==> src/rtl/hpdcache_sram_wbuf_arb_pkg.sv <==
`default_nettype none
// ============================================================================
// Module      : hpdcache_sram_wbuf_pkg
// Description : Shared types and byte-merge helper for the SRAM write buffer.
// Revision    : 1.0 - initial release
// ============================================================================
package hpdcache_sram_wbuf_pkg;

    localparam int unsigned c_ADDR_SIZE  = 6;
    localparam int unsigned c_DATA_SIZE  = 64;
    localparam int unsigned c_NDATA      = 1;
    localparam int unsigned c_WBUF_DEPTH = 2;
    localparam int unsigned c_DATA_W     = c_NDATA * c_DATA_SIZE;
    localparam int unsigned c_BE_W       = c_DATA_W / 8;

    typedef logic [c_ADDR_SIZE-1:0] wbuf_addr_t;
    typedef logic [c_DATA_W-1:0]    wbuf_data_t;
    typedef logic [c_BE_W-1:0]      wbuf_be_t;

    typedef struct packed {
        wbuf_addr_t addr;
        wbuf_data_t data;
        wbuf_be_t   be;
    } wbuf_entry_t;

    // Bytes whose enable is set come from new_data, all others from old_data.
    function automatic wbuf_data_t wbuf_merge(input wbuf_data_t old_data,
                                              input wbuf_data_t new_data,
                                              input wbuf_be_t   be);
        wbuf_data_t r;
        for (int i = 0; i < int'(c_BE_W); i++) begin
            r[i*8 +: 8] = be[i] ? new_data[i*8 +: 8] : old_data[i*8 +: 8];
        end
        return r;
    endfunction

endpackage
`default_nettype wire

==> src/rtl/hpdcache_sram_wbuf_arb_if.sv <==
`default_nettype none
// ============================================================================
// Module      : hpdcache_sram_wbuf_arb_if
// Description : Read/write request and SRAM macro bundle of the write buffer.
// Revision    : 1.0 - initial release
// ============================================================================
interface hpdcache_sram_wbuf_arb_if #(
    parameter int unsigned ADDR_SIZE = 6,
    parameter int unsigned DATA_SIZE = 64,
    parameter int unsigned NDATA     = 1
);
    logic                            rd_valid_i;
    logic                            rd_ready_o;
    logic [ADDR_SIZE-1:0]            rd_addr_i;
    logic                            rd_data_valid_o;
    logic [NDATA*DATA_SIZE-1:0]      rd_data_o;
    logic                            wr_valid_i;
    logic                            wr_ready_o;
    logic [ADDR_SIZE-1:0]            wr_addr_i;
    logic [NDATA*DATA_SIZE-1:0]      wr_data_i;
    logic [NDATA*DATA_SIZE/8-1:0]    wr_be_i;
    logic                            sram_cs_o;
    logic                            sram_we_o;
    logic [ADDR_SIZE-1:0]            sram_addr_o;
    logic [NDATA*DATA_SIZE-1:0]      sram_wdata_o;
    logic [NDATA*DATA_SIZE/8-1:0]    sram_wbe_o;
    logic [NDATA*DATA_SIZE-1:0]      sram_rdata_i;
    logic                            wbuf_empty_o;

    modport master (
        output rd_valid_i, rd_addr_i, wr_valid_i, wr_addr_i, wr_data_i, wr_be_i, sram_rdata_i,
        input  rd_ready_o, rd_data_valid_o, rd_data_o, wr_ready_o, sram_cs_o, sram_we_o,
               sram_addr_o, sram_wdata_o, sram_wbe_o, wbuf_empty_o
    );

    modport slave (
        input  rd_valid_i, rd_addr_i, wr_valid_i, wr_addr_i, wr_data_i, wr_be_i, sram_rdata_i,
        output rd_ready_o, rd_data_valid_o, rd_data_o, wr_ready_o, sram_cs_o, sram_we_o,
               sram_addr_o, sram_wdata_o, sram_wbe_o, wbuf_empty_o
    );
endinterface
`default_nettype wire

==> src/rtl/hpdcache_sram_wbuf_arb_fifo.sv <==
`default_nettype none
// ============================================================================
// Module      : hpdcache_sram_wbuf_fifo
// Description : Coalescing circular write FIFO with address match lookup.
// Revision    : 1.0 - initial release
// ============================================================================
module hpdcache_sram_wbuf_fifo
    import hpdcache_sram_wbuf_pkg::*;
#(
    parameter int unsigned WBUF_DEPTH = c_WBUF_DEPTH,
    parameter int unsigned CNT_W      = $clog2(WBUF_DEPTH + 1)
) (
    input  wire logic        clk_i,
    input  wire logic        rst_ni,
    input  wire logic        i_push,
    input  wbuf_entry_t      i_push_entry,
    input  wire logic        i_pop,
    input  wbuf_addr_t       i_rd_addr,
    output wbuf_entry_t      o_head,
    output logic [CNT_W-1:0] o_count,
    output logic             o_hit,
    output wbuf_data_t       o_fwd_data,
    output wbuf_be_t         o_fwd_be
);
    localparam int unsigned c_PTR_W = $clog2(WBUF_DEPTH);

    wbuf_entry_t             r_entry [WBUF_DEPTH];
    logic [WBUF_DEPTH-1:0]   r_valid;
    logic [c_PTR_W-1:0]      r_head;
    logic [c_PTR_W-1:0]      r_tail;
    logic [CNT_W-1:0]        r_count;
    logic [WBUF_DEPTH-1:0]   w_wr_match;
    logic [WBUF_DEPTH-1:0]   w_rd_match;
    logic                    w_alloc;

    // The head leaving this cycle cannot absorb a write; it would be lost.
    generate
        for (genvar gi = 0; gi < int'(WBUF_DEPTH); gi++) begin : g_match
            assign w_wr_match[gi] = r_valid[gi] && (r_entry[gi].addr == i_push_entry.addr) &&
                                    !(i_pop && (r_head == c_PTR_W'(gi)));
            assign w_rd_match[gi] = r_valid[gi] && (r_entry[gi].addr == i_rd_addr);
        end
    endgenerate

    assign o_hit   = |w_wr_match;
    assign w_alloc = i_push && !o_hit;
    assign o_head  = r_entry[r_head];
    assign o_count = r_count;

    always_comb begin
        o_fwd_data = '0;
        o_fwd_be   = '0;
        for (int i = 0; i < int'(WBUF_DEPTH); i++) begin
            if (w_rd_match[i]) begin
                o_fwd_data = r_entry[i].data;
                o_fwd_be   = r_entry[i].be;
            end
        end
    end

    always_ff @(posedge clk_i) begin
        if (!rst_ni) begin
            r_head  <= '0;
            r_tail  <= '0;
            r_count <= '0;
            r_valid <= '0;
        end else begin
            // Invalidate before allocating: when full, tail and head share a slot.
            if (i_pop) begin
                r_valid[r_head] <= 1'b0;
                r_head          <= r_head + 1'b1;
            end
            if (w_alloc) begin
                r_valid[r_tail] <= 1'b1;
                r_tail          <= r_tail + 1'b1;
            end
            case ({w_alloc, i_pop})
                2'b10:   r_count <= r_count + 1'b1;
                2'b01:   r_count <= r_count - 1'b1;
                default: r_count <= r_count;
            endcase
        end
    end

    always_ff @(posedge clk_i) begin
        if (i_push) begin
            if (o_hit) begin
                for (int i = 0; i < int'(WBUF_DEPTH); i++) begin
                    if (w_wr_match[i]) begin
                        r_entry[i].data <= wbuf_merge(r_entry[i].data, i_push_entry.data, i_push_entry.be);
                        r_entry[i].be   <= r_entry[i].be | i_push_entry.be;
                    end
                end
            end else begin
                r_entry[r_tail] <= i_push_entry;
            end
        end
    end

endmodule
`default_nettype wire

==> src/rtl/hpdcache_sram_wbuf_arb.sv <==
`default_nettype none
// ============================================================================
// Module      : hpdcache_sram_wbuf_arb
// Description : Single-port SRAM arbiter: reads vs. coalescing write buffer.
// Revision    : 1.0 - initial release
// ============================================================================
module hpdcache_sram_wbuf_arb
    import hpdcache_sram_wbuf_pkg::*;
#(
    parameter int unsigned WBUF_DEPTH = c_WBUF_DEPTH
) (
    input  wire logic                 clk_i,
    input  wire logic                 rst_ni,
    hpdcache_sram_wbuf_arb_if.slave   bus
);
    localparam int unsigned c_CNT_W = $clog2(WBUF_DEPTH + 1);

    logic [c_CNT_W-1:0] w_count;
    wbuf_entry_t        w_head;
    wbuf_entry_t        w_push_entry;
    wbuf_data_t         w_fwd_data;
    wbuf_be_t           w_fwd_be;
    logic               w_hit;
    logic               w_full;
    logic               w_drain;
    logic               w_rd_accept;
    logic               w_wr_accept;
    logic               r_rd_valid;
    wbuf_data_t         r_fwd_data;
    wbuf_be_t           r_fwd_be;

    assign w_push_entry = '{addr: bus.wr_addr_i, data: bus.wr_data_i, be: bus.wr_be_i};

    hpdcache_sram_wbuf_fifo #(
        .WBUF_DEPTH (WBUF_DEPTH),
        .CNT_W      (c_CNT_W)
    ) u_fifo (
        .clk_i        (clk_i),
        .rst_ni       (rst_ni),
        .i_push       (w_wr_accept),
        .i_push_entry (w_push_entry),
        .i_pop        (w_drain),
        .i_rd_addr    (bus.rd_addr_i),
        .o_head       (w_head),
        .o_count      (w_count),
        .o_hit        (w_hit),
        .o_fwd_data   (w_fwd_data),
        .o_fwd_be     (w_fwd_be)
    );

    // A full buffer must drain first; otherwise reads win over draining.
    assign w_full      = (w_count == c_CNT_W'(WBUF_DEPTH));
    assign w_drain     = w_full || (!bus.rd_valid_i && (w_count != '0));
    assign w_rd_accept = bus.rd_valid_i && !w_full;
    assign w_wr_accept = bus.wr_valid_i && bus.wr_ready_o;

    assign bus.rd_ready_o   = !w_full;
    assign bus.wr_ready_o   = !w_full || w_hit || w_drain;
    assign bus.wbuf_empty_o = (w_count == '0);

    assign bus.sram_cs_o    = w_drain || w_rd_accept;
    assign bus.sram_we_o    = w_drain;
    assign bus.sram_addr_o  = w_drain ? w_head.addr : bus.rd_addr_i;
    assign bus.sram_wdata_o = w_head.data;
    assign bus.sram_wbe_o   = w_drain ? w_head.be : '0;

    always_ff @(posedge clk_i) begin
        if (!rst_ni) begin
            r_rd_valid <= 1'b0;
            r_fwd_data <= '0;
            r_fwd_be   <= '0;
        end else begin
            r_rd_valid <= w_rd_accept;
            if (w_rd_accept) begin
                r_fwd_data <= w_fwd_data;
                r_fwd_be   <= w_fwd_be;
            end
        end
    end

    assign bus.rd_data_valid_o = r_rd_valid;
    assign bus.rd_data_o       = wbuf_merge(bus.sram_rdata_i, r_fwd_data, r_fwd_be);

endmodule
`default_nettype wire

==> src/flat_wrapper.sv <==
// flat-port wrapper written by rule: the top's interface ports become plain ports
module hpdcache_sram_wbuf_arb_flat import hpdcache_sram_wbuf_pkg::*;
#(
    parameter int unsigned WBUF_DEPTH = c_WBUF_DEPTH
)
  (clk_i, rst_ni, bus_rd_valid_i, bus_rd_addr_i, bus_wr_valid_i, bus_wr_addr_i, bus_wr_data_i, bus_wr_be_i, bus_sram_rdata_i, bus_rd_ready_o, bus_rd_data_valid_o, bus_rd_data_o, bus_wr_ready_o, bus_sram_cs_o, bus_sram_we_o, bus_sram_addr_o, bus_sram_wdata_o, bus_sram_wbe_o, bus_wbuf_empty_o);
  hpdcache_sram_wbuf_arb_if #(.ADDR_SIZE(6), .DATA_SIZE(64), .NDATA(1)) bus_i ();
  input  wire logic clk_i;
  input  wire logic rst_ni;
  input wire logic [$bits(bus_i.rd_valid_i)-1:0] bus_rd_valid_i;
  input wire logic [$bits(bus_i.rd_addr_i)-1:0] bus_rd_addr_i;
  input wire logic [$bits(bus_i.wr_valid_i)-1:0] bus_wr_valid_i;
  input wire logic [$bits(bus_i.wr_addr_i)-1:0] bus_wr_addr_i;
  input wire logic [$bits(bus_i.wr_data_i)-1:0] bus_wr_data_i;
  input wire logic [$bits(bus_i.wr_be_i)-1:0] bus_wr_be_i;
  input wire logic [$bits(bus_i.sram_rdata_i)-1:0] bus_sram_rdata_i;
  output wire logic [$bits(bus_i.rd_ready_o)-1:0] bus_rd_ready_o;
  output wire logic [$bits(bus_i.rd_data_valid_o)-1:0] bus_rd_data_valid_o;
  output wire logic [$bits(bus_i.rd_data_o)-1:0] bus_rd_data_o;
  output wire logic [$bits(bus_i.wr_ready_o)-1:0] bus_wr_ready_o;
  output wire logic [$bits(bus_i.sram_cs_o)-1:0] bus_sram_cs_o;
  output wire logic [$bits(bus_i.sram_we_o)-1:0] bus_sram_we_o;
  output wire logic [$bits(bus_i.sram_addr_o)-1:0] bus_sram_addr_o;
  output wire logic [$bits(bus_i.sram_wdata_o)-1:0] bus_sram_wdata_o;
  output wire logic [$bits(bus_i.sram_wbe_o)-1:0] bus_sram_wbe_o;
  output wire logic [$bits(bus_i.wbuf_empty_o)-1:0] bus_wbuf_empty_o;
  assign bus_i.rd_valid_i = bus_rd_valid_i;
  assign bus_i.rd_addr_i = bus_rd_addr_i;
  assign bus_i.wr_valid_i = bus_wr_valid_i;
  assign bus_i.wr_addr_i = bus_wr_addr_i;
  assign bus_i.wr_data_i = bus_wr_data_i;
  assign bus_i.wr_be_i = bus_wr_be_i;
  assign bus_i.sram_rdata_i = bus_sram_rdata_i;
  assign bus_rd_ready_o = bus_i.rd_ready_o;
  assign bus_rd_data_valid_o = bus_i.rd_data_valid_o;
  assign bus_rd_data_o = bus_i.rd_data_o;
  assign bus_wr_ready_o = bus_i.wr_ready_o;
  assign bus_sram_cs_o = bus_i.sram_cs_o;
  assign bus_sram_we_o = bus_i.sram_we_o;
  assign bus_sram_addr_o = bus_i.sram_addr_o;
  assign bus_sram_wdata_o = bus_i.sram_wdata_o;
  assign bus_sram_wbe_o = bus_i.sram_wbe_o;
  assign bus_wbuf_empty_o = bus_i.wbuf_empty_o;
  hpdcache_sram_wbuf_arb #(.WBUF_DEPTH(WBUF_DEPTH)) u_core (.clk_i(clk_i), .rst_ni(rst_ni), .bus(bus_i));
endmodule
==> config.mk <==
export PLATFORM = sky130hd
export DESIGN_NAME = hpdcache_sram_wbuf_arb_flat
export DESIGN_NICKNAME = d
export VERILOG_FILES = /design/src/rtl/hpdcache_sram_wbuf_arb_pkg.sv /design/src/rtl/hpdcache_sram_wbuf_arb_if.sv /design/src/rtl/hpdcache_sram_wbuf_arb_fifo.sv /design/src/rtl/hpdcache_sram_wbuf_arb.sv /design/src/flat_wrapper.sv
export SDC_FILE = /design/constraint.sdc
export NUM_CORES = 1
export LEC_CHECK = 0
export CAP_MARGIN = 30
export CELL_PAD_IN_SITES_DETAIL_PLACEMENT = 1
export CELL_PAD_IN_SITES_GLOBAL_PLACEMENT = 2
export CORE_ASPECT_RATIO = 0.75
export CORE_MARGIN = 2
export CORE_UTILIZATION = 34
export DETAILED_ROUTE_END_ITERATION = 12
export HOLD_SLACK_MARGIN = 0.06
export PLACE_DENSITY = 0.84
export SYNTH_ARGS = -nofsm -noshare
export SYNTH_HDL_FRONTEND = slang
export SYNTH_HIERARCHICAL = 1
export SYNTH_SLANG_ARGS = --single-unit
==> constraint.sdc <==
create_clock -name clk_i -period 5.85 [get_ports clk_i]
set_input_delay 1.17 -clock clk_i [delete_from_list [all_inputs] [get_ports clk_i]]
set_output_delay 1.17 -clock clk_i [all_outputs]
set_load 0.05 [all_outputs]
# Word-level counts from Yosys, hierarchy flattened
# Memory sizes are Yosys's and may differ from the RTL's. A register that Yosys moved wholly into a read port is not among the register bits.
# Cells that the tools add are included.
dict set report classes {
  addsub 4
  order_cmp 4
  eq_ne 7
  mux 54
  n_bitwise 6
  reduce_logical 28
}
# cell n
set op_table {}
lappend op_table {{two-way mux 8 bit} 27}
lappend op_table {{two-way mux 64 bit} 2}
lappend op_table {{two-way mux 78 bit} 1}
lappend op_table {{OR reduction 78 bit} 1}
lappend op_table {{equality test 6 bit} 4}
lappend op_table {{two-way mux 1 bit} 16}
lappend op_table {{bitwise OR 8 bit} 2}
lappend op_table {{logical AND 1 bit} 14}
lappend op_table {{two-way mux 2 bit} 4}
lappend op_table {{two-way mux 6 bit} 1}
lappend op_table {{logical NOT 1 bit} 5}
lappend op_table {{equality test 2 bit (second input constant)} 2}
lappend op_table {{logical OR 1 bit} 4}
lappend op_table {{less-than comparator 1 x 2 -> 1 bit (second input constant)} 2}
lappend op_table {{case mux 2 bit (2 select lines)} 1}
lappend op_table {{nonzero test 2 bit} 2}
lappend op_table {{adder 1 bit (second input constant)} 2}
lappend op_table {{adder 2 x 1 -> 2 bit (second input constant)} 1}
lappend op_table {{AND 2 bit} 1}
lappend op_table {{demux 1 bit (select 1 bit)} 2}
lappend op_table {{equality test 2 x 1 -> 1 bit (second input constant)} 1}
lappend op_table {{greater-or-equal comparator 1 bit (second input constant)} 2}
lappend op_table {{logical NOT 2 bit} 1}
lappend op_table {{inverter 2 bit} 1}
lappend op_table {{4 further kinds} 4}
dict set report word_totals {
  ff_bits 79
  mem_bits_rw 156
  inputBits 152
  output_inout_bits 148
  word_cells 111
  memories 1
}
# memory depth width rd rd_clocked_by_memory_dff wr line_no
set mem_list {}
lappend mem_list {u_core.u_fifo.r_entry 2 78 3 1 2 hpdcache_sram_wbuf_arb_fifo.sv:27} ;# wbuf_entry_t r_entry [WBUF_DEPTH];

# Logic depth before layout (Yosys ltp)
dict set report depth {
  ltp_word 14
  depth_mapped 14
  depth_no_buf 11
}

# Modules after synthesis
# The synthesis kept the hierarchy.
# module instances cells_each area_per_inst_um2 seq_area_each_um2
set by_module_without_submodules {}
lappend by_module_without_submodules {hpdcache_sram_wbuf_fifo 1 595 7812.5 4824.6}
lappend by_module_without_submodules {hpdcache_sram_wbuf_arb 1 409 3920.0 1461.4}

# Worst setup path before layout
# OpenSTA, ideal clock, no wires.
dict set report synth_path {
  path_kind {input-to-reg}
  startpoint {in bus_rd_valid_i}
  endpoint {mem u_core/u_fifo/r_entry[0][16] (netlist bit) (enable)}
  setup_ns 0.385
  arrival_time_ns 3.346
  required_ns 5.465
  setup_slack_ns 2.118
  path_stages 9
  path_buffers 3
  cell_sequence {a21oi_2 buf_6 ha_1 nor3b_1 and4_1 buf_2 or3_1 clkbuf_1 a21boi_0}
}
# element line_no
set synth_rtl {}
lappend synth_rtl {{start: declaration} flat_wrapper.sv:10} ;# input wire logic [$bits(bus_i.rd_valid_i)-1:0] bus_rd_valid_i;
lappend synth_rtl {{end: declaration} hpdcache_sram_wbuf_arb_fifo.sv:27}

# Worst setup path after layout
dict set report layout_path {
  startpoint {in bus_rd_valid_i}
  endpoint {out bus_sram_addr_o[5]}
}
dict set report layout_via {
  elab_chain_cells 4
}
# element line_no
set layout_rtl {}
lappend layout_rtl {{logical NOT 1 bit} hpdcache_sram_wbuf_arb.sv:53} ;# assign w_drain = w_full || (!bus.rd_valid_i && (w_count != '0));
lappend layout_rtl {{logical AND 1 bit} hpdcache_sram_wbuf_arb.sv:53}
lappend layout_rtl {{logical OR 1 bit} hpdcache_sram_wbuf_arb.sv:53}
lappend layout_rtl {{two-way mux 6 bit} hpdcache_sram_wbuf_arb.sv:63} ;# assign bus.sram_addr_o = w_drain ? w_head.addr : bus.rd_addr_i;
lappend layout_rtl {{end: declaration} flat_wrapper.sv:23} ;# output wire logic [$bits(bus_i.sram_addr_o)-1:0] bus_sram_addr_o;
# Every way passes these cells.

==> run metrics <==
crit path cell chain clkdlybuf4s50_1 -> a21oi_2 -> buf_4 -> mux2_2 -> clkdlybuf4s50_1; PD cells 346.9 nW/um^2; vias per cell 4.871; Top Family by Delay on Critical Path buffers and inverters; CP Data Arrival Time 3.10 ns; fmax 0.2343 GHz; relative slew slack 0.3344; fin. max-slew vios 0; Setup CP Type input port to output port; layout cell share with drive strength beyond 1 0.1775; Core ar. 33740 um^2; syn_nets 1158; Final GP Congestion between 0.7 and 0.8; # H-tree levels 1; ant diodes 0; WL/cell about 20 um; slowest stage cell, crit path clkdlybuf4s50_1; total I/O pin count 300; clock sinks 236; Global Route Usage Sum 0.1823; Clock Path Buffers 3; cell count after synthesis around 1.0k; RSZ-0062 raised after global routing false; FP Rows 58; leak pwr 5.373 nW; chip width 218.5 um; Avg Cell Area, Syn 11.69 um^2; fin crit share 0.7297; Routed WL 33.16 mm; via count 7900; worst-margin pin slew ~1.0 ns; vias in the first global route 8547; Max-cap violations 0; clk root buf clkbuf_16; largest net degree at the start of global routing 77; Final Critical Period 4.269 ns; fin nets 1309; Worst setup SP type input port; DRT iter0 DRCs 315; CTS tree done; initial antenna violation count 1; CP Buf/Inv Count 3; placed cells 1576; post-place instance area 14510 um^2; die area 36010 um^2; mapped cell area 11730 um^2; status finished clean; Post-CTS Setup Bufs 0; Required @ worst endpoint around 4.7 ns; CTS Buf Count 25; Area Growth Syn to Fin 30.65%; Initial Util 0.3476; PostCTS Resize Cnt 0; crit path capture type output port; Finished Layout Cells around 1.6k; design area 15320 um^2; Final ANT Viol Nets 0; Min-Delay Path Class flop to flop; Hold-fix buffers, CTS 0; Setup Skew 0.01794 ns; worst skew pair latency 0.53 ns; GRT overflow 0; first-pass GRT wire length a little over 50 mm; drt pass-1 iters 5; residual DRC count 0; Final Hold Viols 0; number of warnings issued by yosys 6; die span in y 164.9 um; peak fanout along the critical path 12; total negative slack 0 ns; CTS clock-pin slew for the worst setup and hold paths 0.06 ns; CP most frequent cell clkdlybuf4s50_1; PortBufs 298; endpoints failing setup 0; slowest stage delay, CP 0.70 ns; maximum VDD drop slightly below 0.0002 V; DP HPWL 22.74 mm
## layer usage
metal	wire, um	track usage	vias up	part of all wire
met5	13	0	-	0.00039
met4	583	0.03618	2	0.018
met3	1867	0.03812	38	0.056
met2	15800	0.3126	211	0.48
met1	14890	0.2383	3886	0.45
li1	-	-	3763	-
## area by class of cell
class	instances	area, um^2
fill	3533	18420
sequential	236	6290
multi-input combinational	570	4526
timing repair buffer	317	3141
clock buffer	42	750.7
tap	450	563.0
clock inverter	3	38.79
inverter	4	15.01
## report_power, final
part           leakage (nW)  internal [mW]  total, mW  switching (mW)
clock network         0.383          0.912       1.55           0.634
logic                  2.88          0.709       1.79            1.08
registers              2.11           1.87       1.98           0.104
total                  5.37           3.49       5.32            1.82
## registers in the layout, indices dropped and copies added (netlist names), named ones only
| signal | flops |
|---|---|
| u_core/u_fifo/o_count | 2 |
| u_core/r_fwd_data | 64 |
| u_core/r_fwd_be | 8 |
| u_core/u_fifo/r_entry | 156 |
| u_core/u_fifo/r_head | 1 |
| u_core/bus.rd_data_valid_o | 1 |
| u_core/u_fifo/r_valid | 2 |
| u_core/u_fifo/r_tail | 1 |
## worst paths after layout
| check | cells after the start | start | to | slack, ns |
|---|---|---|---|---|
| hold / removal | 2 | u_core/r_fwd_data[11]$_SDFFE_PN0P_ | u_core/r_fwd_data[11]$_SDFFE_PN0P_ | 0.46 |
| setup / recovery | 5 | bus_rd_valid_i | bus_sram_addr_o[5] | 1.58 |
| setup reg to reg | 9 | u_core/u_fifo/o_count[0]$_SDFFE_PN0P_ | u_core/u_fifo/r_entry[0][49]$_DFFE_PP_ | 2.56 |
| hold reg to reg | 2 | u_core/r_fwd_data[11]$_SDFFE_PN0P_ | u_core/r_fwd_data[11]$_SDFFE_PN0P_ | 0.46 |
## cells in the final DEF (no fill, tap or decap), types with 15 or more instances in the layout
master,instances
nand2_1,161
xnor2_1,15
and2_1,18
clkbuf_16,26
a22o_1,72
clkdlybuf4s50_1,297
mux2_2,147
mux2i_1,73
a21o_1,16
buf_4,18
dfxtp_1,79
edfxtp_1,156
## stage by stage
step	setup slack, ns	power [mW]	hold WS (ns)	util
floorplan	2.118	3.244	0.4313	-
global placement	0.9733	3.794	0.4460	0.4295
detailed placement	1.389	3.813	0.4462	0.4299
CTS	1.551	5.387	0.4588	0.4533
global route	1.462	5.530	0.4796	0.4541
finish	1.581	5.315	0.4555	0.4541
## tightest hold or removal path, cell delays in order, from the launching register on
cell     delay [ns]
dfxtp_1        0.31
nand2_1        0.05
mux2i_1        0.05
Note: power is estimated with default switching activity, not from simulation.
